--- src/rtl/geofence_pkg.sv ---
// Shared types and sizing for the geofence point-in-hexagon sequencer.
// Points are unsigned W-bit coordinates; edge vectors are (W+1)-bit signed.
package geofence_pkg;

  localparam int W   = 10;
  localparam int NAP = 6;
  localparam int NPT = NAP + 1;
  localparam int IW  = $clog2(NPT);

  typedef enum logic [1:0] {LOAD, SORT, TEST, DONE} state_t;

  typedef struct packed {
    logic [W-1:0] x;
    logic [W-1:0] y;
  } point_t;

  typedef logic signed [W:0] vec_t;

  // Zero-extend both coordinates so the (W+1)-bit difference never overflows.
  function automatic vec_t vdiff(input logic [W-1:0] a, input logic [W-1:0] b);
    return vec_t'({1'b0, a}) - vec_t'({1'b0, b});
  endfunction

endpackage

--- src/rtl/fence_ptbuf.sv ---
// Seven-entry point store: entry 0 is the object, entries 1..6 are AP0..AP5.
// Sequential load port, adjacent-pair swap port, two combinational reads plus fixed object/pivot taps.
module fence_ptbuf
  import geofence_pkg::*;
(
  input  logic          clk,
  input  logic          reset,
  input  logic          wr_en,
  input  logic [IW-1:0] wr_idx,
  input  point_t        wr_pt,
  input  logic          swap_en,
  input  logic [IW-1:0] swap_idx,
  input  logic [IW-1:0] rd_a_idx,
  input  logic [IW-1:0] rd_b_idx,
  output point_t        rd_a,
  output point_t        rd_b,
  output point_t        obj,
  output point_t        pivot
);

  point_t pts [NPT];

  always_ff @(posedge clk or posedge reset) begin
    if (reset) begin
      for (int i = 0; i < NPT; i++) pts[i] <= '0;
    end else if (wr_en) begin
      pts[wr_idx] <= wr_pt;
    end else if (swap_en) begin
      pts[swap_idx]          <= pts[swap_idx + IW'(1)];
      pts[swap_idx + IW'(1)] <= pts[swap_idx];
    end
  end

  assign rd_a  = pts[rd_a_idx];
  assign rd_b  = pts[rd_b_idx];
  assign obj   = pts[0];
  assign pivot = pts[1];

endmodule

--- src/rtl/geofence_sched.sv ---
// Geofence sequencer: load object + 6 APs, bubble-sort APs CCW about AP0, run six edge tests.
// One cross-product in flight at a time; waits indefinitely on cp_ack, one idle cycle between requests.
module geofence_sched
  import geofence_pkg::*;
(
  input  logic                clk,
  input  logic                reset,
  input  logic [W-1:0]        X,
  input  logic [W-1:0]        Y,
  output logic                valid,
  output logic                is_inside,
  output logic                cp_req,
  output logic signed [W:0]   cp_ax,
  output logic signed [W:0]   cp_ay,
  output logic signed [W:0]   cp_bx,
  output logic signed [W:0]   cp_by,
  input  logic                cp_ack,
  input  logic                cp_neg
);

  localparam logic [IW-1:0] ONE     = IW'(1);
  localparam logic [IW-1:0] LD_LAST = IW'(NPT - 1);
  localparam logic [IW-1:0] K_LAST  = IW'(NAP - 1);
  localparam logic [IW-1:0] J_TOP   = IW'(NAP - 2);
  localparam logic [IW-1:0] P_LAST  = IW'(NAP - 3);

  state_t        state, state_nxt;
  logic [IW-1:0] ld_cnt, pass_cnt, pair_j, test_k, test_k1, j_lim;
  logic [IW-1:0] rd_a_idx, rd_b_idx;
  logic          ack_ok, issue, wr_en, swap_en;
  logic          last_pair, sort_last, test_last, result;
  point_t        rd_a, rd_b, obj, pivot;
  logic signed [W:0] op_ax, op_ay, op_bx, op_by;

  // An ack only counts while a request is outstanding.
  assign ack_ok    = cp_req & cp_ack;
  assign j_lim     = J_TOP - pass_cnt;
  assign last_pair = (pair_j == j_lim);
  assign sort_last = last_pair && (pass_cnt == P_LAST);
  assign test_last = (test_k == K_LAST);
  assign test_k1   = test_last ? '0 : test_k + ONE;

  fence_ptbuf u_buf (
    .clk      (clk),
    .reset    (reset),
    .wr_en    (wr_en),
    .wr_idx   (ld_cnt),
    .wr_pt    ({X, Y}),
    .swap_en  (swap_en),
    .swap_idx (pair_j + ONE),
    .rd_a_idx (rd_a_idx),
    .rd_b_idx (rd_b_idx),
    .rd_a     (rd_a),
    .rd_b     (rd_b),
    .obj      (obj),
    .pivot    (pivot)
  );

  always_ff @(posedge clk or posedge reset) begin
    if (reset) state <= LOAD;
    else       state <= state_nxt;
  end

  always_comb begin
    state_nxt = state;
    issue     = 1'b0;
    wr_en     = 1'b0;
    swap_en   = 1'b0;
    case (state)
      LOAD: begin
        wr_en = 1'b1;
        if (ld_cnt == LD_LAST) state_nxt = SORT;
      end
      SORT: begin
        issue = !cp_req;
        if (ack_ok) begin
          swap_en = cp_neg;
          if (sort_last) state_nxt = TEST;
        end
      end
      TEST: begin
        issue = !cp_req;
        if (ack_ok && (cp_neg || test_last)) state_nxt = DONE;
      end
      DONE:    state_nxt = LOAD;
      default: state_nxt = LOAD;
    endcase
  end

  // Buffer entry n+1 holds AP[n]; entry 0 is the object.
  assign rd_a_idx = (state == TEST) ? test_k1 + ONE : pair_j + ONE;
  assign rd_b_idx = (state == TEST) ? test_k + ONE  : pair_j + IW'(2);

  always_comb begin
    if (state == TEST) begin
      op_ax = vdiff(rd_a.x, rd_b.x);
      op_ay = vdiff(rd_a.y, rd_b.y);
      op_bx = vdiff(obj.x, rd_b.x);
      op_by = vdiff(obj.y, rd_b.y);
    end else begin
      op_ax = vdiff(rd_a.x, pivot.x);
      op_ay = vdiff(rd_a.y, pivot.y);
      op_bx = vdiff(rd_b.x, pivot.x);
      op_by = vdiff(rd_b.y, pivot.y);
    end
  end

  always_ff @(posedge clk or posedge reset) begin
    if (reset) begin
      ld_cnt    <= '0;
      pass_cnt  <= '0;
      pair_j    <= ONE;
      test_k    <= '0;
      result    <= 1'b0;
      cp_req    <= 1'b0;
      cp_ax     <= '0;
      cp_ay     <= '0;
      cp_bx     <= '0;
      cp_by     <= '0;
      valid     <= 1'b0;
      is_inside <= 1'b0;
    end else begin
      valid <= 1'b0;

      if (state == LOAD) ld_cnt <= (ld_cnt == LD_LAST) ? '0 : ld_cnt + ONE;

      if (issue) begin
        cp_req <= 1'b1;
        cp_ax  <= op_ax;
        cp_ay  <= op_ay;
        cp_bx  <= op_bx;
        cp_by  <= op_by;
      end else if (ack_ok) begin
        cp_req <= 1'b0;
      end

      if (state == SORT && ack_ok) begin
        if (last_pair) begin
          pair_j   <= ONE;
          pass_cnt <= sort_last ? '0 : pass_cnt + ONE;
        end else begin
          pair_j <= pair_j + ONE;
        end
      end

      // A zero cross product is treated as inside, so only a negative result fails.
      if (state == TEST && ack_ok) begin
        if (cp_neg)         result <= 1'b0;
        else if (test_last) result <= 1'b1;
        test_k <= (cp_neg || test_last) ? '0 : test_k + ONE;
      end

      if (state == DONE) begin
        valid     <= 1'b1;
        is_inside <= result;
      end
    end
  end

endmodule

--- config.mk ---
export PLATFORM = sky130hd
export DESIGN_NAME = geofence_sched
export DESIGN_NICKNAME = d
export VERILOG_FILES = /design/src/rtl/geofence_pkg.sv /design/src/rtl/fence_ptbuf.sv /design/src/rtl/geofence_sched.sv
export SDC_FILE = /design/constraint.sdc
export NUM_CORES = 1
export LEC_CHECK = 0
export BUFFER_PORTS_ARGS = -buffer_cell sky130_fd_sc_hd__buf_2
export CORE_MARGIN = 8
export CORE_UTILIZATION = 55
export CTS_CLUSTER_SIZE = 25
export DETAILED_ROUTE_END_ITERATION = 10
export PLACE_DENSITY = 0.75
export SYNTH_ARGS = -nofsm -noshare
export SYNTH_HDL_FRONTEND = slang
export SYNTH_HIERARCHICAL = 1
export SYNTH_SLANG_ARGS = --single-unit
--- constraint.sdc ---
create_clock -name clk -period 5 [get_ports clk]
set_clock_uncertainty 0.15 [all_clocks]
set_input_delay 0 -clock clk [delete_from_list [all_inputs] [get_ports clk]]
set_output_delay 0 -clock clk [all_outputs]
set_load 0.05 [all_outputs]
==> metrics.md, run 1 <==
| Metric | Value |
|---|---|
| Layout area overhead | 10.2% |
| Maximum clock frequency | 219 MHz |
| Synth warnings | 6 |
| Starting Density | a little under three fifths |
| CP Cell Sequence | inv_1 -> ha_2 -> nor2_1 -> a21oi_4 -> buf_6 -> mux4_2 -> mux2_2 -> nand2_1 -> o21ai_0 -> fa_1 -> nor2b_1 -> o21ai_1 -> a21boi_1 -> o21ai_1 -> a2111oi_0 -> nand3b_1 |
| Critical path launch point type | flop |
| Post-DRT Antenna Nets | 0 |
| Cells on worst reg2reg path | 16 |
| Final hold violation count | 0 |
| Crit Path Max Fanout | 28 |
| Placed cells | ~2600 |
| EDFF count, synth | 0 |
| Critical path's top delay family | compound AO/OA/AOI/OAI gates |
| Vias | 19000 |
| Mean Syn Cell Area | 8.65 µm² |
| Core box area | 0.0336 mm² |
| Syn Std Cell Area | approximately 0.019 mm² |
| CP max stage delay | around 0.52 ns |
| Fin Hold WS | approximately 0.027 ns |
| Post-synth top cells | nor2_1 (214), dfrtp_1 (201), a21oi_1 (181) |
| Vias in the first global route | 17900 |
| DP Worst Slack | around 0.38 ns |
| Clk Latency, worst-skew pair | ~0.57 ns |
| Routed WL | approximately 71000 µm |
| Worst path depth | 16 |
| Die Wd | between 200 and 250 µm |
| H-tree Lvls | 1 |
| Hold crit path type | in -> async |
| Non-filler cells in the finished layout | approximately 2600 |
| Syn nets | 2276 |
| Dpl hpwl | between 40000 and 50000 µm |
| Fin crit share | between 90% and 100% |
| Worst endpoint required time | about 5.3 ns |
| Fillcell total | 2873 |
| Arrival @ worst endpoint | between 4 and 5 ns |
| Slowest CP cell | mux4_2 |
| Register area share after synthesis | 26.9% |
| CTS Buf Count | 26 |
| Top-area cell type share of the netlist area | between 20% and 30% |
| CP Launch Point | state[0]$_DFFE_PP0P_ |
| PortBufs | 70 |
| RSZ-0062 raised after global routing | no |
| Final routed DRC violation total | 0 |
| Setup bufs post-CTS | 0 |
| Worst-margin pin slew | ~1.2 ns |
| Slew Limit Fails | 0 |
| CP endpoint kind | flop |
| Count leader, synth | nor2_1 |
| IO Count | between 70 and 80 |
| Setup Crit Path Kind | reg -> reg |
| Most Frequent Cell on Critical Path | o21ai_1 |
| Total track usage | 33.8% |
| Final Worst Setup Slack | around 0.44 ns |
| CTS tree | done |
| Iter 0 DRT Violations | between 2000 and 3000 |
| Sum Neg Setup Slack | 0 ns |
| CTS Root Buffer Type | clkbuf_16 |
| Layout cells sized above 1 | about 16% |
| Distinct cells, synth | 75 |
| Total gr overflow | 0 |
| Row cnt | 67 |
| # clock sinks | a little over 200 |
| Flops & latches, synth | about 200 |
| Die Ht | between 200 and 250 µm |
| Final GP Congestion | just over 1 |
| Antenna violations before repair | 0 |
| Routed wire per std cell | 27.0 µm |
| CTS Buffer Depth | 3 |
| Footprint of the multi-input gates | 0.0126 mm² |
| Count of nets after finishing | ~2300 |
| Reg2reg start | state[0]$_DFFE_PP0P_ |
| Synth area leaders | dfrtp_1 (27%), mux4_2 (7.2%), mux2i_1 (6.8%) |
| First-pass GRT wire length | between 100000 and 150000 µm |
| Status | complete, no violations |
| Pre-antenna DRT Iters | 7 |
| CTS clk-pin slew, worst paths | roughly 0.060 ns |
| Prevailing post-synth register cell | dfrtp_1 |
| Max_slew headroom | between 20% and 30% |
| Die area | slightly above 0.04 mm² |
| Buffers & Inverters on Critical Path | 2 |
| Cell taking the most area after synthesis | dfrtp_1 |
| Reg area | around 0.0051 mm² |
| Final period demand of the worst path | between 4 and 5 ns |
| Final setup viols | 0 |
| Post-Synthesis Cells | ~2200 |
| Max Cap Viol | 0 |
| Ys async rst share | between 90% and 100% |
| Largest net degree at the start of global routing | around 110 |
| Via density | approximately 7.2 |
[final cells by class]
| cell class | instances | area share (%) |
|---|---|---|
| repair buffers | 174 | 5.95 |
| clock buffers | 40 | 3.88 |
| clock inverters | 8 | 0.689 |
| flip-flops and latches | 202 | 24.4 |
| well taps | 448 | 2.71 |
| multi-input cells | 1679 | 60.8 |
| inverters | 86 | 1.59 |
| diodes | 1 | 0.0121 |
[worst reg2reg max path, delay by kind of cell, from the launching register on]
kind	cells	cell delay [ns]
fa+ha+maj	2	0.89
flops	1	0.40
simple gates	4	0.50
compound gates	6	1.27
mux	2	0.85
buf+inv	2	0.42
[sequential cells by signal, indices dropped and copies added (netlist names), 11 cells and up]
signal,cells
u_buf/pts,100
u_buf/obj,20
u_buf/pivot,20
cp_ax,11
cp_ay,11
cp_bx,11
cp_by,11
[kinds of logic after synthesis]
group / count (synthesis) / synth area share [%]
compound gates: 738 / 26.8
simple gates: 590 / 15.1
buf+inv: 293 / 7.03
mux: 243 / 17.3
flops: 202 / 26.9
fa+ha+maj: 78 / 5.43
xor+xnor: 30 / 1.48
[metrics by stage]
step                instance area [µm²]  util (%)
finish                            20700      61.6
global route                      20700      61.6
CTS                               20700      61.6
detailed placement                19500      58.1
global placement                  19500      58.1
floorplan                         18800         -
[timing repair]
item / 4_1_cts / 5_1_grt
hold buffers: 24 / 0
resized for setup: 0 / 1
hold endpoints to repair: 318 / 0
setup endpoints to repair: 0 / 2
[cells in the final DEF (no fill, tap or decap), drive strengths merged, types with 18 or more instances in the layout]
| cell type | n |
|---|---|
| mux2 | 56 |
| nor3b | 22 |
| mux2i | 127 |
| nor2b | 45 |
| xor2 | 18 |
| nand2 | 130 |
| nand3 | 34 |
| o221ai | 121 |
| clkbuf | 40 |
| nor3 | 48 |
| o21ai | 139 |
| inv | 86 |
| dfrtp | 201 |
| nor2 | 214 |
| nand2b | 25 |
| a21oi | 181 |
| ha | 72 |
| dlygate4sd3 | 24 |
| mux4 | 60 |
| buf | 150 |
| a211oi | 45 |
| o21a | 130 |
[path summary, 6_finish.rpt]
check                                               to  slack, ns
max in group asynchronous    u_buf/pts[44]$_DFFE_PP0P_       3.43
min in group clk                    result$_DFFE_PP0P_       0.13
setup / recovery                  cp_ay[8]$_DFFE_PP0P_       0.44
hold / removal             u_buf/pivot[13]$_DFFE_PP0P_       0.03
setup reg to reg                  cp_ay[8]$_DFFE_PP0P_       0.44
hold reg to reg                   cp_ax[2]$_DFFE_PP0P_       0.33
[layer usage]
layer	part of all wire [%]	up-vias	track usage, %	routed length, µm
li1	-	8134	-	-
met2	40	1543	48.4	28800
met1	38	8890	44.2	26900
met3	16	405	13.1	11200
met5	0.11	-	1.47	77
met4	5.8	2	15.6	4130
Power of run 1 is not shown: default switching activity piles up to over one toggle a cycle in this logic, so the estimate is an artifact.
==> inputs of run 2 (changes only) <==
--- a/config.mk
+++ b/config.mk
@@ -10,7 +10,8 @@
 export CORE_UTILIZATION = 55
 export CTS_CLUSTER_SIZE = 25
 export DETAILED_ROUTE_END_ITERATION = 10
-export PLACE_DENSITY = 0.75
+export PLACE_DENSITY = 0.72
+export REMOVE_ABC_BUFFERS = 1
 export SYNTH_ARGS = -nofsm -noshare
 export SYNTH_HDL_FRONTEND = slang
 export SYNTH_HIERARCHICAL = 1
==> constraint.sdc (replaced) <==
create_clock -name clk -period 5.7 [get_ports clk]
set_clock_uncertainty 0.15 [all_clocks]
set_input_delay 0 -clock clk [delete_from_list [all_inputs] [get_ports clk]]
set_output_delay 0 -clock clk [all_outputs]
set_load 0.05 [all_outputs]
==> metrics.md, run 2 (synthesis gave the netlist of run 1 again) <==
| Metric | Value |
|---|---|
| Status | finished, violations left (was complete, no violations) |
| Failing checks | negative hold slack, max-capacitance violations |
| Die Wd | 201 µm (unchanged) |
| Core box area | 0.0336 mm² (unchanged) |
| # clock sinks | 202 (unchanged) |
| CTS Buf Count | 26 (unchanged) |
| CP Cell Sequence | inv_1 -> ha_2 -> mux2i_4 -> nor2b_1 -> buf_4 -> nand2_1 -> o21ai_0 -> mux2_2 -> mux2_2 -> ha_1 -> fa_1 -> nor2b_1 -> o21ai_1 -> a21boi_1 -> o21ai_1 -> a2111oi_0 -> nand3b_1 (was inv_1 -> ha_2 -> nor2_1 -> a21oi_4 -> buf_6 -> mux4_2 -> mux2_2 -> nand2_1 -> o21ai_0 -> fa_1 -> nor2b_1 -> o21ai_1 -> a21boi_1 -> o21ai_1 -> a2111oi_0 -> nand3b_1) |
| Max Cap Viol | 1 (was 0) |
| First-pass GRT wire length | 113000 µm (was 109000 µm) |
| CP max stage delay | 0.72 ns (was 0.52 ns) |
| Slowest CP cell | mux2i_4 (was mux4_2) |
| Worst endpoint required time | 6.05 ns (was 5.34 ns) |
| Routed wire per std cell | 28.3 µm (was 27.0 µm) |
| Setup bufs post-CTS | 0 (unchanged) |
| Die area | 0.0404 mm² (unchanged) |
| Cells on worst reg2reg path | 17 (was 16) |
| Post-DRT Antenna Nets | 0 (unchanged) |
| Final setup viols | 0 (unchanged) |
| Routed WL | 74300 µm (was 71100 µm) |
| Slew Limit Fails | 0 (unchanged) |
| PortBufs | 70 (unchanged) |
| Total track usage | 35.3% (was 33.8%) |
| CTS Root Buffer Type | clkbuf_16 (unchanged) |
| Die Ht | 201 µm (unchanged) |
| Final period demand of the worst path | 5.03 ns (was 4.56 ns) |
| Hold-fix buffers, CTS | 24 (unchanged) |
| Dpl hpwl | 49600 µm (was 48800 µm) |
| Setup Crit Path Kind | reg -> reg (unchanged) |
| Vias in the first global route | 18300 (was 17900) |
| CTS Buffer Depth | 3 (unchanged) |
| Non-filler cells in the finished layout | 2627 (was 2638) |
| Final routed DRC violation total | 0 (unchanged) |
| Clk Latency, worst-skew pair | 0.56 ns (was 0.57 ns) |
| Iter 0 DRT Violations | 2802 (was 2709) |
| Fin Hold WS | -0.0194 ns (was 0.0272 ns) |
| Fillcell total | 2911 (was 2873) |
| Pre-antenna DRT Iters | 6 (was 7) |
| CTS resizes | 0 (unchanged) |
| CTS clk-pin slew, worst paths | 0.06 ns (about the same) |
| IO Count | 71 (unchanged) |
| Vias | 19200 (was 19000) |
| Reg2reg start | state[0]$_DFFE_PP0P_ (unchanged) |
| CP endpoint kind | flop (unchanged) |
| H-tree Lvls | 1 (unchanged) |
| Antenna violations before repair | 0 (unchanged) |
| DP Worst Slack | 0.776 ns (was 0.380 ns) |
| Hold crit path type | in -> async (unchanged) |
| Final GP Congestion | 1.03 (about the same) |
| Largest net degree at the start of global routing | 100 (was 106) |
| Layout cells sized above 1 | 16.1% (was 16.4%) |
| Critical path's top delay family | multiplexers (was compound AO/OA/AOI/OAI gates) |
| Reg2reg end | cp_ax[8]$_DFFE_PP0P_ (was cp_ay[8]$_DFFE_PP0P_) |
| Final hold violation count | 15 (was 0) |
| Placed cells | 2555 (was 2565) |
| Buffers & Inverters on Critical Path | 2 (unchanged) |
| Most frequent cells in the layout | nor2_1 (214), dfrtp_1 (201), a21oi_1 (177) (unchanged) |
| Finished Core Util | 61.2% (was 61.6%) |
| Max_slew headroom | 1.70% (was 20.6%) |
| Fin crit share | 88.2% (was 91.3%) |
| Starting Density | 55.9% (unchanged) |
| Arrival @ worst endpoint | 5.37 ns (was 4.91 ns) |
| Critical path launch point type | flop (unchanged) |
| Via density | 7.30 (was 7.19) |
| CTS tree | done (unchanged) |
| RSZ-0062 raised after global routing | no (unchanged) |
| Layout area overhead | 9.49% (was 10.2%) |
| Crit Path Max Fanout | 14 (was 28) |
| FF-to-FF setup slack | 0.67 ns (was 0.44 ns) |
| Total gr overflow | 0 (unchanged) |
| Count of nets after finishing | 2261 (was 2271) |
| Max reg flops | 100 (unchanged) |
| Row cnt | 67 (unchanged) |
| Worst-margin pin slew | 1.47 ns (was 1.19 ns) |
| Biggest register | u_buf/pts (unchanged) |
| Final Worst Setup Slack | 0.674 ns (was 0.436 ns) |
| Most common cell after layout, fill and taps aside | nor2_1 (unchanged) |
| Maximum clock frequency | 199 MHz (was 219 MHz) |
-- run 2: changes by cell type in the layout (fill, tap and decap cells not counted), moves of 2 or more --
cell,change
buf_4,-8
clkbuf_8,-5
clkinv_4,+2
a21oi_2,-2
a21oi_4,+2
-- run 2: worst max-delay path by stage --
stage | start | cells past startpoint | slack [ns] | to
after floorplan | state[0]$_DFFE_PP0P_ | 16 | -2.44 | cp_ay[8]$_DFFE_PP0P_
after global placement | state[0]$_DFFE_PP0P_ | 17 | 1.05 | cp_ax[8]$_DFFE_PP0P_
after detailed placement | state[0]$_DFFE_PP0P_ | 17 | 0.78 | cp_ax[8]$_DFFE_PP0P_
after CTS | state[0]$_DFFE_PP0P_ | 17 | 0.76 | cp_ax[8]$_DFFE_PP0P_
after global routing | state[0]$_DFFE_PP0P_ | 17 | 0.46 | cp_ay[8]$_DFFE_PP0P_
final | state[0]$_DFFE_PP0P_ | 17 | 0.67 | cp_ax[8]$_DFFE_PP0P_
-- run 2: layer usage --
| metal | part of all wire (%) | track usage (%) |
|---|---|---|
| met5 | 0 | 1.60 |
| met3 | 16 | 13.3 |
| met4 | 6.2 | 18.3 |
| met1 | 38 | 46.3 |
| met2 | 40 | 49.8 |
-- run 2: through the flow --
| stage | TNS, ns | instance area [µm²] |
|---|---|---|
| after floorplan | -218.35 | 17800 |
| after detailed placement | 0 | 19500 |
| final | 0 | 20600 |
| after CTS | 0 | 20600 |
| after global placement | 0 | 19500 |
| after global routing | 0 | 20600 |
-- run 2: cell type report --
cell class | count | area (µm²) | share of cell area (%)
Multi-Input combinational cell | 1679 | 12600 | 61.3
Sequential cell | 202 | 5060 | 24.6
Timing Repair Buffer | 164 | 1140 | 5.54
Clock buffer | 34 | 732 | 3.56
Tap cell | 448 | 561 | 2.72
Inverter | 86 | 330 | 1.60
Clock inverter | 12 | 151 | 0.735
Antenna cell | 2 | 5.00 | 0.0243
-- run 2: worst reg2reg max path, cell delays in order (launching register included) --
cell and delay [ns]:
dfrtp_1 0.40, inv_1 0.12, ha_2 0.40, mux2i_4 0.72
nor2b_1 0.15, buf_4 0.22, nand2_1 0.08, o21ai_0 0.07
mux2_2 0.30, mux2_2 0.28, ha_1 0.21, fa_1 0.43
nor2b_1 0.14, o21ai_1 0.09, a21boi_1 0.37, o21ai_1 0.15
a2111oi_0 0.50, nand3b_1 0.17
Power of run 2 is left out for the same reason.
